===== config.mk =====
export PLATFORM = sky130hd
export DESIGN_NAME = reg_id_exe_pipe
export DESIGN_NICKNAME = d
export VERILOG_FILES = /design/src/rtl/reg_id_exe_pipe.sv
export SDC_FILE = /design/constraint.sdc
export NUM_CORES = 1
export LEC_CHECK = 0
export CAP_MARGIN = 20
export CORE_UTILIZATION = 25
export DETAILED_ROUTE_END_ITERATION = 12
export HOLD_SLACK_MARGIN = 0.15
export PLACE_DENSITY = 0.56
export SYNTH_ARGS = -nofsm -noshare
export SYNTH_HDL_FRONTEND = slang
export SYNTH_SLANG_ARGS = --single-unit

===== constraint.sdc =====
create_clock -name CLK -period 2.1 [get_ports CLK]
set_input_delay 0.42 -clock CLK [delete_from_list [all_inputs] [get_ports CLK]]
set_output_delay 0.42 -clock CLK [all_outputs]
set_load 0.02 [all_outputs]

===== src/rtl/reg_id_exe_pipe.sv =====
// reg_id_exe_pipe: ID/EX pipeline register with stall hold, flush and load-use bubble insertion,
// R-type ALU op resolution and a saturating bubble counter.
module reg_id_exe_pipe #(
    parameter int DATA_W     = 32,
    parameter int REG_W      = 5,
    parameter int PC_W       = 8,
    parameter int ALU_OP_W   = 6,
    parameter int EXE_W      = 4,
    parameter int MEM_W      = 3,
    parameter int WB_W       = 2,
    parameter int MEM_RD_BIT = 1,
    parameter int CNT_W      = 16
) (
    input  logic                CLK,
    input  logic                RST_N,
    input  logic                stall_in,
    input  logic                flush_in,
    input  logic                valid_in,
    input  logic [EXE_W-1:0]    control_exe_in,
    input  logic [MEM_W-1:0]    control_mem_in,
    input  logic [WB_W-1:0]     control_wb_in,
    input  logic [ALU_OP_W-1:0] alu_op_in,
    input  logic [PC_W-1:0]     pc_in,
    input  logic [DATA_W-1:0]   read_data_1_in,
    input  logic [DATA_W-1:0]   read_data_2_in,
    input  logic [DATA_W-1:0]   sign_extend_in,
    input  logic [REG_W-1:0]    rs_in,
    input  logic [REG_W-1:0]    rt_in,
    input  logic [REG_W-1:0]    rd_in,
    output logic                valid_out,
    output logic [EXE_W-1:0]    control_exe_out,
    output logic [MEM_W-1:0]    control_mem_out,
    output logic [WB_W-1:0]     control_wb_out,
    output logic [ALU_OP_W-1:0] alu_op_out,
    output logic [PC_W-1:0]     pc_out,
    output logic [DATA_W-1:0]   read_data_1_out,
    output logic [DATA_W-1:0]   read_data_2_out,
    output logic [DATA_W-1:0]   sign_extend_out,
    output logic [REG_W-1:0]    rs_out,
    output logic [REG_W-1:0]    rt_out,
    output logic [REG_W-1:0]    rd_out,
    output logic                hazard_stall,
    output logic [CNT_W-1:0]    bubble_count
);
    logic                bubble;
    logic [ALU_OP_W-1:0] alu_op_res;

    assign hazard_stall = valid_out & control_mem_out[MEM_RD_BIT] & valid_in & (rt_out != '0) &
                          ((rt_out == rs_in) | (rt_out == rt_in));
    assign bubble       = flush_in | hazard_stall;
    assign alu_op_res   = (alu_op_in != '0) ? alu_op_in : sign_extend_in[ALU_OP_W-1:0];

    always_ff @(posedge CLK or negedge RST_N) begin
        if (!RST_N) begin
            valid_out       <= 1'b0;
            control_exe_out <= '0;
            control_mem_out <= '0;
            control_wb_out  <= '0;
            alu_op_out      <= '0;
            pc_out          <= '0;
            read_data_1_out <= '0;
            read_data_2_out <= '0;
            sign_extend_out <= '0;
            rs_out          <= '0;
            rt_out          <= '0;
            rd_out          <= '0;
            bubble_count    <= '0;
        end else if (!stall_in) begin
            valid_out       <= valid_in & ~bubble;
            control_exe_out <= bubble ? '0 : control_exe_in;
            control_mem_out <= bubble ? '0 : control_mem_in;
            control_wb_out  <= bubble ? '0 : control_wb_in;
            alu_op_out      <= bubble ? '0 : alu_op_res;
            // datapath fields load even on a bubble so they stay deterministic
            pc_out          <= pc_in;
            read_data_1_out <= read_data_1_in;
            read_data_2_out <= read_data_2_in;
            sign_extend_out <= sign_extend_in;
            rs_out          <= rs_in;
            rt_out          <= rt_in;
            rd_out          <= rd_in;
            if (bubble && !(&bubble_count))
                bubble_count <= bubble_count + 1'b1;
        end
    end
endmodule


* After elaboration in Yosys (flattened, before gate mapping)
Cells that the tools add are included.
** Word-level totals
- Flip-flop bits (word level) :: 151
- Input bits :: 139
** Operators by class
- Add/sub/neg operators :: 1
- Eq/ne operators :: 2
- Muxes and demuxes :: 5
- Bitwise operators :: 9
- Reductions and logical operators :: 6
** Operators with widths (count)
- 16-bit by 1-bit adder with 16-bit output (second input constant) :: 1
- 16-bit AND reduction :: 1
- 6-bit two-way mux :: 2
- 5-bit == test :: 2
- 6-bit nonzero test :: 1
- 1-bit AND :: 5
- 5-bit nonzero test :: 1
- 4-bit two-way mux :: 1
- 3-bit two-way mux :: 1
- 2-bit two-way mux :: 1
- 1-bit inverter :: 2
- 1-bit OR :: 2
- 2-bit AND reduction :: 1
- 1-bit logical AND :: 1
- 1-bit logical NOT :: 1

* Longest topological paths before layout
Gate-level depths: netlist (run 1).
- Depth in word-level cells :: 7
- Gate-level depth with buffers :: 8
- Depth with buffers taken out :: 6

* Worst setup path after synthesis (run 1)
OpenSTA, ideal clock, no wires.
- Kind :: flip-flop to flip-flop
- Start point :: reg rt_out[1]
- End point :: reg bubble_count[2]
- Arrival time :: 1.787 ns
- Path buffers :: 2
- Setup time :: 0.129 ns
- Setup slack :: 0.184 ns
- Required time :: 1.971 ns
- Cell stages (with the launch flop) :: 8
- Cell sequence :: dfrtp_1 > or4_1 > o2111ai_2 > o21bai_2 > buf_6 > buf_8 > a31oi_1 > a31oi_1
** On the way
- Cells in the longest elaborated chain, start to end :: 6
- Elaborated cells on any way between the ends :: 9
- Classes of those cells :: 2 x eq/ne; 4 x bitwise; 3 x reduce/logical
** RTL lines
- from (decl) :: line 40 : output logic [REG_W-1:0] rt_out,
- from (signal assigned) :: line 80 : rt_out <= rt_in;
- 5-bit == test or 5-bit nonzero test (tied branches) :: line 49, 48
- 1-bit OR or 1-bit AND (tied branches) :: line 49, 48
- 1-bit AND * :: line 48 : assign hazard_stall = valid_out & control_mem_out[MEM_RD_BIT] & valid_in & (rt_out != '0) &
- 1-bit OR * :: line 50 : assign bubble = flush_in | hazard_stall;
- 1-bit logical AND * :: line 82 : if (bubble && !(&bubble_count))
- 2-bit AND reduction (no source line) *
- to (signal assigned) :: line 83 : bubble_count <= bubble_count + 1'b1;
- to (decl) :: line 43 : output logic [CNT_W-1:0] bubble_count
Every way passes the cells marked *; elsewhere a longest branch is shown, timed or not.
A chain may end at the register's enable or synchronous reset.

* Worst setup path in the final report (run 1)
- Start point :: reg rt_out[1]
- End point :: out hazard_stall
** On the way
- Cells in the longest elaborated chain, start to end :: 3
- Elaborated cells on any way between the ends :: 6
- Classes of those cells :: 2 x eq/ne; 3 x bitwise; 1 x reduce/logical
** RTL lines
- 5-bit == test or 5-bit nonzero test (tied branches) :: line 49, 48
- 1-bit OR or 1-bit AND (tied branches) :: line 49, 48
- 1-bit AND * :: line 48
- to (decl) :: line 42 : output logic hazard_stall,
Marks and branches as above.

==> key figures, run 1 <==
Run status
  – Status: finished, violations left
  – Failing checks: negative setup slack

Layout
  – Post-Layout Cell Count: 1036
  – Layout Nets: 844
  – Antenna cell count: 0
  – Share of cells above drive strength 1: 0.275
  – Area grow syn2layout: 68.0%

Critical path
  – Crit path DAT: 1760 ps
  – Buf+Inv Stages, Crit Path: 1
  – Setup crit start kind: register
  – CP delay by family, top: simple AND/OR/NAND/NOR gates
  – Slowest library cell on the worst path: or4_4
  – CP max stage delay: 550 ps
  – Crit. End Element: output port
  – Worst path required time: 1680 ps
  – Critical-path cell list: or4_4 -> o2111ai_4 -> nor2_2 -> buf_6
  – Critical path fanouts, max: 2
  – Critical path class: reg -> out

Logic synthesis
  – Synthesis warning total: 0
  – Unique cell type count in the Yosys netlist: 36
  – Mapped Area: 5980 um^2
  – Mapped Avg Cell Area: 15.3 um^2
  – Register area share after synthesis: 0.632
  – Synthesis-stage register bit count: 151
  – Syn nets: 532
  – Gate Count Post-Synth: 392

Timing
  – Pins Over Slew Limit: 0
  – Final setup vio count: 1
  – Post-Route Setup TNS: -75.9 ps
  – Clk_skew: 8.04 ps
  – Worst Max-Slew Pin Slew: 872 ps
  – Fin. Hold Viols: 0
  – RSZ-0062 raised after global routing: yes
  – Worst slew margin: 0.419
  – Slack of the critical path: -75.9 ps
  – Max Freq: 0.460 GHz
  – Final min period: 2180 ps
  – Period utilization: 1.04

Clock tree
  – TritonCTS Buffers: 17
  – Number of clock sinks: 151
  – Root Buffer: clkbuf_16
  – CTS tree: yes
  – CTS Buffer Depth: 2
  – CTS H-tree lvls: 4
  – Latest clock arrival within the worst-skew pair: 410 ps
  – CTS clk-pin slew, worst paths: 60 ps

GRT
  – Initial antenna violation count: 0
  – GR Util All Layers: 0.134
  – Vias in the first global route: 4806
  – Global-route wire length before repair: 25500 um
  – Gr ovfl total: 0
  – Largest net degree at the start of global routing: 137

Power and ir drop
  – PD cells: 845 nW/um^2
  – VDD IR max: 0.000387 V
  – Leak pwr: 4.10 nW

Floorplanning
  – Row count: 56
  – Die X: 157 um
  – Die height: 157 um
  – IO Count: 291
  – Starting Density: 0.255
  – CORE AREA: 23500 um^2
  – Die ar.: 24500 um^2

Placement
  – Buffers on Ports: 290
  – Dpl cells: 999
  – DP HPWL: 11900 um
  – GPL Wtd Cong: 0.768
  – Worst Setup Slack post-DPL: -455 ps

Routing
  – Initial DRC count: 132
  – Via/cell ratio: 4.25
  – Router iterations before antenna repair: 4
  – Total number of vias: 4407
  – Drt wl/cell: 15.9 um
  – DRT Wirelength: 16400 um
  – Final ANT Viol Nets: 0
  – Residual DRC: 0

Min path
  – Worst hold path type: in -> reg

Run
  – Max_cap viols: 0
## stage by stage
stage | utilization | hold slack [ps] | area, um^2 | total power, mW
floorplan | - | 124 | 5980 | 4.28
global placement | 0.398 | 351 | 9350 | 5.37
detailed placement | 0.398 | 354 | 9350 | 5.41
CTS | 0.426 | 449 | 10000 | 8.60
global route | 0.428 | 478 | 10000 | 8.88
finish | 0.428 | 463 | 10000 | 8.48
## flip-flops by register name, summed over array words and instances, names as in the netlist, 5 cells and up
name             count
bubble_count        16
pc_out               8
read_data_1_out     32
read_data_2_out     32
rt_out               5
sign_extend_out     32
rd_out               5
rs_out               5
alu_op_out           6
## placed cells by master, fill, tap and decap left out, types with 3 or more instances in the layout
master / Yosys / routed
buf_6: 1 / 4
xor2_1: 12 / 12
nand3_1: 8 / 7
xnor2_1: 9 / 9
o21ai_2: 6 / 6
a22o_1: 10 / 10
a31oi_1: 5 / 5
dfrtp_1: 151 / 150
a21oi_1: 7 / 7
mux2_2: 120 / 120
buf_12: 0 / 3
clkdlybuf4s50_1: 0 / 287
clkinvlp_4: 0 / 3
nand2_1: 8 / 8
clkbuf_16: 0 / 17
and3_1: 4 / 4
bufinv_16: 0 / 3
and3_2: 3 / 3
nand4_1: 4 / 4
inv_6: 0 / 4
buf_4: 0 / 15
## cell families after synthesis
group,Yosys count,share of synthesized area
muxes,120,0.226
AOI/OAI and AO/OA,34,0.0456
buffers and inverters,19,0.0157
and+or+nand+nor,46,0.0477
DFF,151,0.632
xor gates and xnor gates,21,0.0308
adders and majority gates,1,0.00209
## Yosys cell counts
| library cell | number | area share |
|---|---|---|
| clkbuf_1 | 13 | 0.0082 |
| inv_1 | 1 | 0.00063 |
| a22o_1 | 10 | 0.015 |
| o2111ai_2 | 1 | 0.0025 |
| nor3b_1 | 2 | 0.0025 |
| nand2b_4 | 1 | 0.0023 |
| a21boi_4 | 1 | 0.0031 |
| mux2_2 | 120 | 0.23 |
| a31oi_1 | 5 | 0.0052 |
| o21ai_0 | 1 | 0.00084 |
| nand3_1 | 8 | 0.0067 |
| and3_2 | 3 | 0.0038 |
| and3_1 | 4 | 0.0042 |
| xnor2_1 | 9 | 0.013 |
| buf_8 | 1 | 0.0025 |
| and2_1 | 1 | 0.0010 |
| o21ai_2 | 6 | 0.0088 |
| nor3_1 | 3 | 0.0025 |
| and4_2 | 1 | 0.0017 |
| a22oi_1 | 1 | 0.0013 |
| and4_1 | 1 | 0.0015 |
| and2_2 | 2 | 0.0025 |
| ha_1 | 1 | 0.0021 |
| dfrtp_1 | 151 | 0.63 |
| buf_2 | 3 | 0.0025 |
| nand4_1 | 4 | 0.0042 |
| a21oi_1 | 7 | 0.0059 |
| o21bai_2 | 1 | 0.0019 |
| nand2_1 | 8 | 0.0050 |
| xor2_1 | 12 | 0.018 |
| or4_1 | 2 | 0.0025 |
| nor2_1 | 3 | 0.0019 |
| a41oi_1 | 1 | 0.0015 |
| nor2b_1 | 2 | 0.0021 |
| buf_6 | 1 | 0.0019 |
| nor2_8 | 1 | 0.0033 |
## worst min-delay path: stages
cell and delay (ps):
buf_4 100, inv_1 100, nand2b_4 150, o21ai_2 60
## repair_timing
action,in CTS,in global routing
endpoints found under the setup margin,8,24
gates cloned,0,1
setup buffers,2,1
pin swaps,2,6
hold buffers,1,0
hold endpoints to repair,33,0
gates resized for setup,12,5
## metal layers
metal,vias to the layer above,GRT usage,routed length [um]
met4,0,0.0467,249
li1,2022,-,-
met3,19,0.0540,1410
met5,-,0,0
met1,2186,0.153,6550
met2,180,0.227,8240
## worst paths after layout
| kind | startpoint | end | slack, ps | cells past startpoint |
|---|---|---|---|---|
| max | rt_out[1] | hazard_stall | -80 | 4 |
| min | stall_in | alu_op_out[4] | 460 | 4 |
| max reg2reg | rt_out[1] | bubble_count[1] | 80 | 7 |
| min reg2reg | alu_op_out[5] | alu_op_out[5] | 480 | 2 |
| max in group asynchronous | RST_N | rt_out[2] | 940 | 3 |
| min in group asynchronous | RST_N | bubble_count[11] | 480 | 2 |
## area by class of cell
cell class                      count  area [um^2]
Inverter                            1         3.75
Clock inverter                     13          166
Sequential cell                   151         3780
Timing Repair Buffer              310         3100
Tap cell                          319          399
Multi-Input combinational cell    223         2160
Fill cell                        2152        13400
Clock buffer                       19          433
## power breakdown
part	switching, mW	internal (mW)
Combinational	0.873	1.07
Clock	1.24	1.88
Sequential	0.205	3.22
Total	2.32	6.17
(Power assumes the default switching activity.)
==> run 2, diff against run 1 <==
Settings changed: CAP_MARGIN 20 to 5, CTS_CLUSTER_DIAMETER set to 50, CTS_CLUSTER_SIZE set to 14.
==> results of run 2 <==
No change in the layout: final DEF, timing and power equal those of run 1.
